## src/rtl/mem_arbiter.sv

```systemverilog
// ---------------------------------------------------------------------------
// mem_arbiter
//
// Arbitrates NUM_CH request channels onto a single byte-wide RAM/IO bus.
// Each granted access (byte, half or word) is serialised little-endian, one
// byte per cycle, starting at the latched address and wrapping modulo 2^32.
// Arbitration is fixed priority (lowest index wins) or round-robin. Reads on
// channels selected by FLUSH_MASK are aborted by flush.
//
// Ports
//   clk, rst          clock, asynchronous active-low reset
//   stall             blocks new grants only (in-flight transfers finish)
//   flush             aborts masked reads, removes them from arbitration
//   ch_req/ch_wr      per-channel request and direction (1 = write)
//   ch_addr/ch_wdata  32-bit address / write data per channel, packed
//   ch_size           2 bits per channel: 0 byte, 1 half, 2/3 word
//   ch_done           one-cycle completion pulse for the granted channel
//   ch_rdata          assembled read data, zero-extended
//   grant_id          index of the currently granted channel
//   busy              high whenever the FSM is not idle
//   mem_din/mem_dout  RAM read / write byte
//   mem_a, mem_wr     RAM address and write strobe
// ---------------------------------------------------------------------------
module mem_arbiter #(
  parameter int                NUM_CH     = 2,
  parameter int                ARB_MODE   = 0,
  parameter logic [NUM_CH-1:0] FLUSH_MASK = NUM_CH'(1)
) (
  input  logic                  clk,
  input  logic                  rst,
  input  logic                  stall,
  input  logic                  flush,
  input  logic [NUM_CH-1:0]     ch_req,
  input  logic [NUM_CH-1:0]     ch_wr,
  input  logic [32*NUM_CH-1:0]  ch_addr,
  input  logic [32*NUM_CH-1:0]  ch_wdata,
  input  logic [2*NUM_CH-1:0]   ch_size,
  output logic [NUM_CH-1:0]     ch_done,
  output logic [31:0]           ch_rdata,
  output logic [2:0]            grant_id,
  output logic                  busy,
  input  logic [7:0]            mem_din,
  output logic [7:0]            mem_dout,
  output logic [31:0]           mem_a,
  output logic                  mem_wr
);

  typedef enum logic [2:0] {IDLE, RD, RWAIT, WR, DONE} state_t;

  state_t              state, state_next;
  logic [2:0]          grant, rr_ptr, base, pick, cand, ptr_next;
  logic [31:0]         addr, wdata, rdata, sel_addr, sel_wdata;
  logic [1:0]          last_idx, sel_size, rd_byte;
  logic [2:0]          idx;
  logic                wr_q, sel_wr, found, take, abort, last, flushable;
  logic [NUM_CH-1:0]   elig, rot;

  // Arbitration: rotate the eligible set so that the search always starts at
  // bit 0; in fixed mode the rotation base is simply 0.
  always_comb begin
    // NOTE: every variable driven here gets a default first, so no path
    // leaves it unassigned and no latch is inferred.
    elig  = ch_req & ~(FLUSH_MASK & ~ch_wr & {NUM_CH{flush}});
    base  = (ARB_MODE == 1) ? rr_ptr : 3'd0;
    rot   = NUM_CH'({elig, elig} >> base);
    found = 1'b0;
    pick  = 3'd0;
    cand  = 3'd0;
    for (int k = 0; k < NUM_CH; k++) begin
      cand = base + 3'(k);
      if (({1'b0, base} + 4'(k)) >= 4'(NUM_CH)) cand = cand - 3'(NUM_CH);
      if (!found && rot[k]) begin
        found = 1'b1;
        pick  = cand;
      end
    end
    ptr_next  = (pick == 3'(NUM_CH - 1)) ? 3'd0 : pick + 3'd1;
    sel_addr  = 32'(ch_addr  >> {pick, 5'b00000});
    sel_wdata = 32'(ch_wdata >> {pick, 5'b00000});
    sel_size  = 2'(ch_size   >> {pick, 1'b0});
    sel_wr    = 1'(ch_wr     >> pick);
  end

  assign flushable = 1'(FLUSH_MASK >> grant);
  assign abort     = flush && flushable && !wr_q;
  assign last      = (idx[1:0] == last_idx);
  // Byte that was addressed in the previous cycle and is now on mem_din.
  assign rd_byte   = 2'(idx - 3'd1);

  // Next-state logic.
  always_comb begin
    state_next = state;
    take       = 1'b0;
    case (state)
      IDLE: begin
        if (!stall && found) begin
          take       = 1'b1;
          state_next = sel_wr ? WR : RD;
        end
      end
      WR:      if (last) state_next = DONE;
      RD: begin
        if (abort)     state_next = IDLE;
        else if (last) state_next = RWAIT;
      end
      RWAIT:   state_next = abort ? IDLE : DONE;
      DONE:    state_next = IDLE;
      default: state_next = IDLE;
    endcase
  end

  // Bus and channel outputs, decoded from the state and latched operands.
  always_comb begin
    mem_wr   = 1'b0;
    mem_a    = 32'd0;
    mem_dout = 8'd0;
    ch_done  = '0;
    case (state)
      WR: begin
        mem_wr   = 1'b1;
        mem_a    = addr + {29'd0, idx};
        mem_dout = wdata[{idx[1:0], 3'b000} +: 8];
      end
      RD:      mem_a   = addr + {29'd0, idx};
      DONE:    ch_done = NUM_CH'(1) << grant;
      default: ;
    endcase
  end

  assign busy     = (state != IDLE);
  assign grant_id = grant;
  assign ch_rdata = rdata;

  // NOTE: state and operand registers use non-blocking assignments so every
  // register samples the pre-edge values of the others.
  always_ff @(posedge clk or negedge rst) begin
    // NOTE: every register, including the data/address holding registers,
    // is reset so all outputs read 0 while rst is low.
    if (!rst) begin
      state    <= IDLE;
      grant    <= 3'd0;
      rr_ptr   <= 3'd0;
      addr     <= 32'd0;
      wdata    <= 32'd0;
      rdata    <= 32'd0;
      last_idx <= 2'd0;
      idx      <= 3'd0;
      wr_q     <= 1'b0;
    end else begin
      state <= state_next;
      case (state)
        IDLE: begin
          if (take) begin
            grant    <= pick;
            rr_ptr   <= ptr_next;
            addr     <= sel_addr;
            wdata    <= sel_wdata;
            wr_q     <= sel_wr;
            idx      <= 3'd0;
            rdata    <= 32'd0;
            last_idx <= (sel_size == 2'd0) ? 2'd0 :
                        (sel_size == 2'd1) ? 2'd1 : 2'd3;
          end
        end
        WR: idx <= idx + 3'd1;
        RD: begin
          if (idx != 3'd0) rdata[{rd_byte, 3'b000} +: 8] <= mem_din;
          idx <= idx + 3'd1;
        end
        RWAIT:   rdata[{rd_byte, 3'b000} +: 8] <= mem_din;
        default: ;
      endcase
    end
  end

endmodule
```

## config.mk

```make
export PLATFORM = sky130hd
export DESIGN_NAME = mem_arbiter
export DESIGN_NICKNAME = d
export VERILOG_FILES = /design/src/rtl/mem_arbiter.sv
export SDC_FILE = /design/constraint.sdc
export NUM_CORES = 1
export LEC_CHECK = 0
export CAP_MARGIN = 10
export CORE_MARGIN = 2
export CORE_UTILIZATION = 35
export CTS_CLUSTER_SIZE = 8
export DETAILED_ROUTE_END_ITERATION = 8
export PLACE_DENSITY = 0.65
export SYNTH_ARGS = -nofsm -noshare
export SYNTH_HDL_FRONTEND = slang
export SYNTH_SLANG_ARGS = --single-unit
```

## constraint.sdc

```tcl
create_clock -name clk -period 6.7 [get_ports clk]
set_input_delay 1.34 -clock clk [delete_from_list [all_inputs] [get_ports clk]]
set_output_delay 1.34 -clock clk [all_outputs]
set_load 0.02 [all_outputs]
```

### Word-level counts from Yosys, hierarchy flattened

Cells that the tools add are included.

| word-level totals | value |
|---|---|
| logic and storage cells | 78 |
| output and inout port bits | 79 |
| bits in registers | 108 |
| bits of input ports | 148 |

| operators by class | value |
|---|---|
| bitwise operators | 4 |
| equality and inequality tests | 11 |
| mux-type cells | 24 |
| add/subtract/negate cells | 4 |
| shift operators | 9 |
| reductions and logical operators | 18 |

Operators by type and width:

| kind | count |
|---|---|
| 64-bit by 6-bit right shift with 32-bit output | 2 |
| 32-bit 2-to-1 mux | 3 |
| 32-bit one-hot mux with 3 select lines | 1 |
| 32-bit by 3-bit adder with 32-bit output | 1 |
| 32-bit bitwise mux | 1 |
| 8-bit by 7-bit variable shift with 32-bit output, first input constant | 1 |
| 32-bit by 6-bit variable part select with 8-bit output | 1 |
| 8-bit by 7-bit variable part select with 32-bit output | 1 |
| 3-bit 2-to-1 mux | 6 |
| 3-bit one-hot mux with 4 select lines | 1 |
| 3-bit nonzero test | 3 |
| 2-bit 2-to-1 mux | 4 |
| 8-bit 2-to-1 mux | 1 |
| 2-bit inequality test, second input constant | 4 |
| 5-bit negation with 7-bit output | 1 |
| 3-bit by 2-bit equality test with 1-bit output, second input constant | 2 |
| 1-bit 2-to-1 mux | 6 |
| 3-bit one-hot mux with 2 select lines | 1 |
| 3-bit AND reduction | 2 |
| 1-bit logical AND | 4 |
| 2-bit AND reduction | 2 |
| 4-bit by 2-bit right shift with 2-bit output | 1 |
| 3-bit by 1-bit adder with 3-bit output, second input constant | 1 |
| 3-bit by 1-bit equality test with 1-bit output, second input constant | 1 |
| 17 further kinds | 19 |

### Depth between registers and ports, before layout

| logic depth | value |
|---|---|
| word-level depth | 13 |
| depth in mapped cells | 10 |
| mapped depth without buffers | 8 |

### Worst setup path before layout

Ideal clock, no wire load.

| timing path | value |
|---|---|
| kind | reg-to-output |
| start point | register idx[1] |
| end point | output port mem_a[12] |
| arrival time | 2.434 ns |
| cell stages (with the launch flop) | 8 |
| required time | 5.360 ns |
| buffers on the path | 1 |
| setup slack | 2.926 ns |
| path through | dfrtp_1 > clkbuf_1 > inv_1 > fa_1 > nor2b_1 > o21ai_1 > or3_1 > a21oi_1 |

| on the way | value |
|---|---|
| cells in the longest elaborated chain, start to end | 2 |

Ends and longest elaborated chain:

| item | RTL line | RTL |
|---|---|---|
| start: declaration | 54 | `logic [2:0] idx;` |
| start signal: assignment | 165 | `WR: idx <= idx + 3'd1;` |
| start signal: assignment | 168 | `idx <= idx + 3'd1;` |
| 32-bit by 3-bit adder with 32-bit output | 121, 124 |  |
| 32-bit 2-to-1 mux | n/a |  |
| end: declaration | 44 | `output logic [31:0] mem_a,` |

Every way passes these cells.

### Final worst setup path

| timing path | value |
|---|---|
| start point | register idx[1] |
| end point | output port mem_a[24] |

The elaborated chain is that of the path after synthesis.

==> summary.txt <==
Clock tree
  – Max Root-Sink Buffers: 2
  – Post_cts resized: 0
  – Root buffer cell: clkbuf_16
  – Htree depth: 3
  – Clock-pin slew on the worst setup and hold paths: 70 ps
  – Clk sinks: 106
  – Hold buffer count at CTS: 0
  – Clk_lat worst skew: between 300 and 400 ps
  – TritonCTS clock tree: done
  – TritonCTS Buffers: 9
  – Setup bufs post-CTS: 0

Global routing
  – Initial antenna violation count: 0
  – Maximum number of pins on one net before global-route repair: roughly 140
  – First-pass GRT wire length: roughly 27,000 µm
  – Gr usage total: 0.186
  – Gr ovfl total: 0
  – Vias in the first global route: between 5,000 and 6,000

Detailed routing
  – Drt initial violations: between 200 and 250
  – Routed wire per std cell: about 16 µm
  – Antenna-violating nets left: 0
  – Via density per instance: just under 5
  – DR DRC count: 0
  – DRT Pass-1 Iters: 4
  – Vias after detailed routing: 5,166
  – Final WL: about 17,000 µm

Worst setup path
  – CP Capture Point: mem_a[24]
  – R2R depth: 7
  – R2R Setup Slk: between 4000 and 5000 ps
  – Arrival time of the worst setup path: between 3000 and 4000 ps
  – Buf+Inv Stages, Crit Path: 2
  – Worst endpoint required time: 5360 ps
  – Crit path max-delay family: buffers and inverters
  – Worst path cell trace: inv_1 > fa_1 > nor2b_1 > o211ai_1 > nor3_2 > xnor2_1 > nor2_1 > clkdlybuf4s50_1
  – Crit path depth: 8
  – Worst Setup SP: idx[1]
  – Crit-path slowest cell: dfrtp_1
  – Crit path launch type: register
  – Critical path class: register to output port
  – CP Capture Type: output port
  – Worst R2R End: ch_rdata[29]
  – CP max FO: 13
  – Max stage delay on crit path: around 730 ps
  – Reg-to-reg startpoint: idx[1]

Hold path
  – Worst Hold Class: register to register

Die
  – Die W: about 140 µm
  – Die height: between 100 and 150 µm
  – I/O pin cnt: approximately 230
  – Placement Rows: between 40 and 50
  – Die Area: roughly 18,000 µm²
  – Starting Density: 0.354
  – Core area: ~17,000 µm²

Timing
  – Setup TNS: 0 ps
  – Final setup fails: 0
  – Final Hold Fails: 0
  – Clock skew: 8.73 ps
  – Fin crit share: 0.733
  – Smallest hold slack: 475 ps
  – RSZ-0062 raised after global routing: no
  – Fin. max-slew vios: 0
  – Max Fclk: 204 MHz
  – Slew headroom: 0.256
  – Fin crit period: about 4900 ps
  – Worst Tran Pin Value: ~1100 ps

Power
  – Worst vdd ir: 0.153 mV
  – Power Dens Cells: 342 nW/µm²
  – Leakage: slightly below 0.004 µW

Synth
  – Cell count after synthesis: ~610
  – Top FF cell, synth: dfrtp_1
  – Synthesized area: 6060 µm²
  – Post-synth EDFFs: 0
  – Mean Syn Cell Area: just under 10 µm²
  – Async SR Flop Fraction: 1.00
  – Number of distinct library cells after synthesis: 53
  – Yosys warns: 0
  – FF+latch count, synth: 106
  – Sequential fraction of the synthesis area: 0.437

Finish
  – Fin area: between 8000 and 9000 µm²
  – Diodes inserted: 0
  – P&R area growth vs syn: 43.6%
  – Nets: 969
  – Most frequent cells in the layout: clkdlybuf4s50_1, dfrtp_1, nand2_1
  – Share of layout cells above drive strength 1: 0.0612
  – Most common cell after layout, fill and taps aside: clkdlybuf4s50_1

Job
  – Max-cap violations: 0

Place
  – Post-DP Area: approximately 8400 µm²
  – I/O Buffers: around 220
  – HPWL after detailed placement: between 10,000 and 15,000 µm
  – GPL Wtd Cong: approximately 0.88

Outcome
  – Status: finished, final reports clean
power breakdown:
| part | internal (µW) | leakage [µW] | switching, µW |
|---|---|---|---|
| sequential | 882 | 0.00137 | 233 |
| clock | 297 | 0.000150 | 249 |
| combinational | 625 | 0.00233 | 689 |
worst register-to-register path: stages (launching register included):
cell and delay (ps):
dfrtp_1 730, inv_1 260, ha_1 250, nand2b_1 120
nand2b_1 70, a21oi_1 360, a21o_1 510, mux2i_1 280
registers in the layout, indices dropped and copies added, names as in the netlist:
signal	cells
last_idx	2
ch_rdata	32
addr	32
wdata	32
idx	3
grant_id	1
state	3
wr_q	1
cells by family (layout without fill, tap and decap cells):
group / after synthesis / after routing / share of synthesized area
AOI/OAI and AO/OA: 126 / 126 / 0.129
xor gates and xnor gates: 25 / 25 / 0.0361
adders and majority gates: 9 / 9 / 0.0198
buffers and inverters: 62 / 264 / 0.0528
DFF: 106 / 106 / 0.437
muxes: 82 / 82 / 0.152
other: 1 / 2 / 0.000618
and+or+nand+nor: 203 / 203 / 0.172
worst min-delay path by stage:
stage / slack [ps] / from / to / depth (start not counted)
after floorplan: 440 / wdata[25] / wdata[25] / 2
after global placement: 460 / wdata[23] / wdata[23] / 2
after detailed placement: 470 / wdata[16] / wdata[16] / 2
after CTS: 480 / wdata[18] / wdata[18] / 2
after global routing: 510 / wdata[25] / wdata[25] / 2
final: 470 / wdata[18] / wdata[18] / 2
per-stage QoR:
stage / total power (µW) / cells / setup WS (ps) / utilization
floorplan: 1920 / 615 / 2930 / -
global placement: 2420 / 1026 / 2190 / 0.490
detailed placement: 2460 / 1026 / 2110 / 0.490
CTS: 3020 / 1042 / 1730 / 0.509
global route: 3200 / 1042 / 1490 / 0.509
finish: 2980 / 1042 / 1790 / 0.509
synth_stat cells (all sizes together), types with 4 or more instances:
cell type  instances  area [µm²]
nor4               8        98.9
clkbuf            17        63.8
xnor2             20         175
mux4               8         180
a21oi             12        60.1
buf               26         185
ha                 8         100
a22o              24         210
inv               19        71.3
nand2b             7        43.8
nor2b              5        31.3
o21ai             74         370
nand2             93         349
or3                4        35.0
and3              12        75.1
nor3               8        45.0
and2               5        31.3
mux2i             74         741
nand3             10        55.1
dfrtp            106        2650
nor2              36         138
xor2               5        43.8
and4               7        63.8
routing by layer:
layer  part of all wire  vias to the layer above  global-route usage
met5                  0                        -                   0
met4             0.0070                        0              0.0457
met3              0.076                       10              0.0445
met2               0.50                      196               0.322
met1               0.42                     2415               0.234
li1                   -                     2545                   -
cell type report:
cell class / instances / area (µm²)
fillers: 1565 / 8410
multi-input cells: 447 / 3110
flip-flops and latches: 106 / 2650
repair buffers: 229 / 2280
well taps: 225 / 282
clock buffers: 9 / 225
clock inverters: 7 / 86.3
inverters: 19 / 71.3
(Power assumes the default switching activity.)
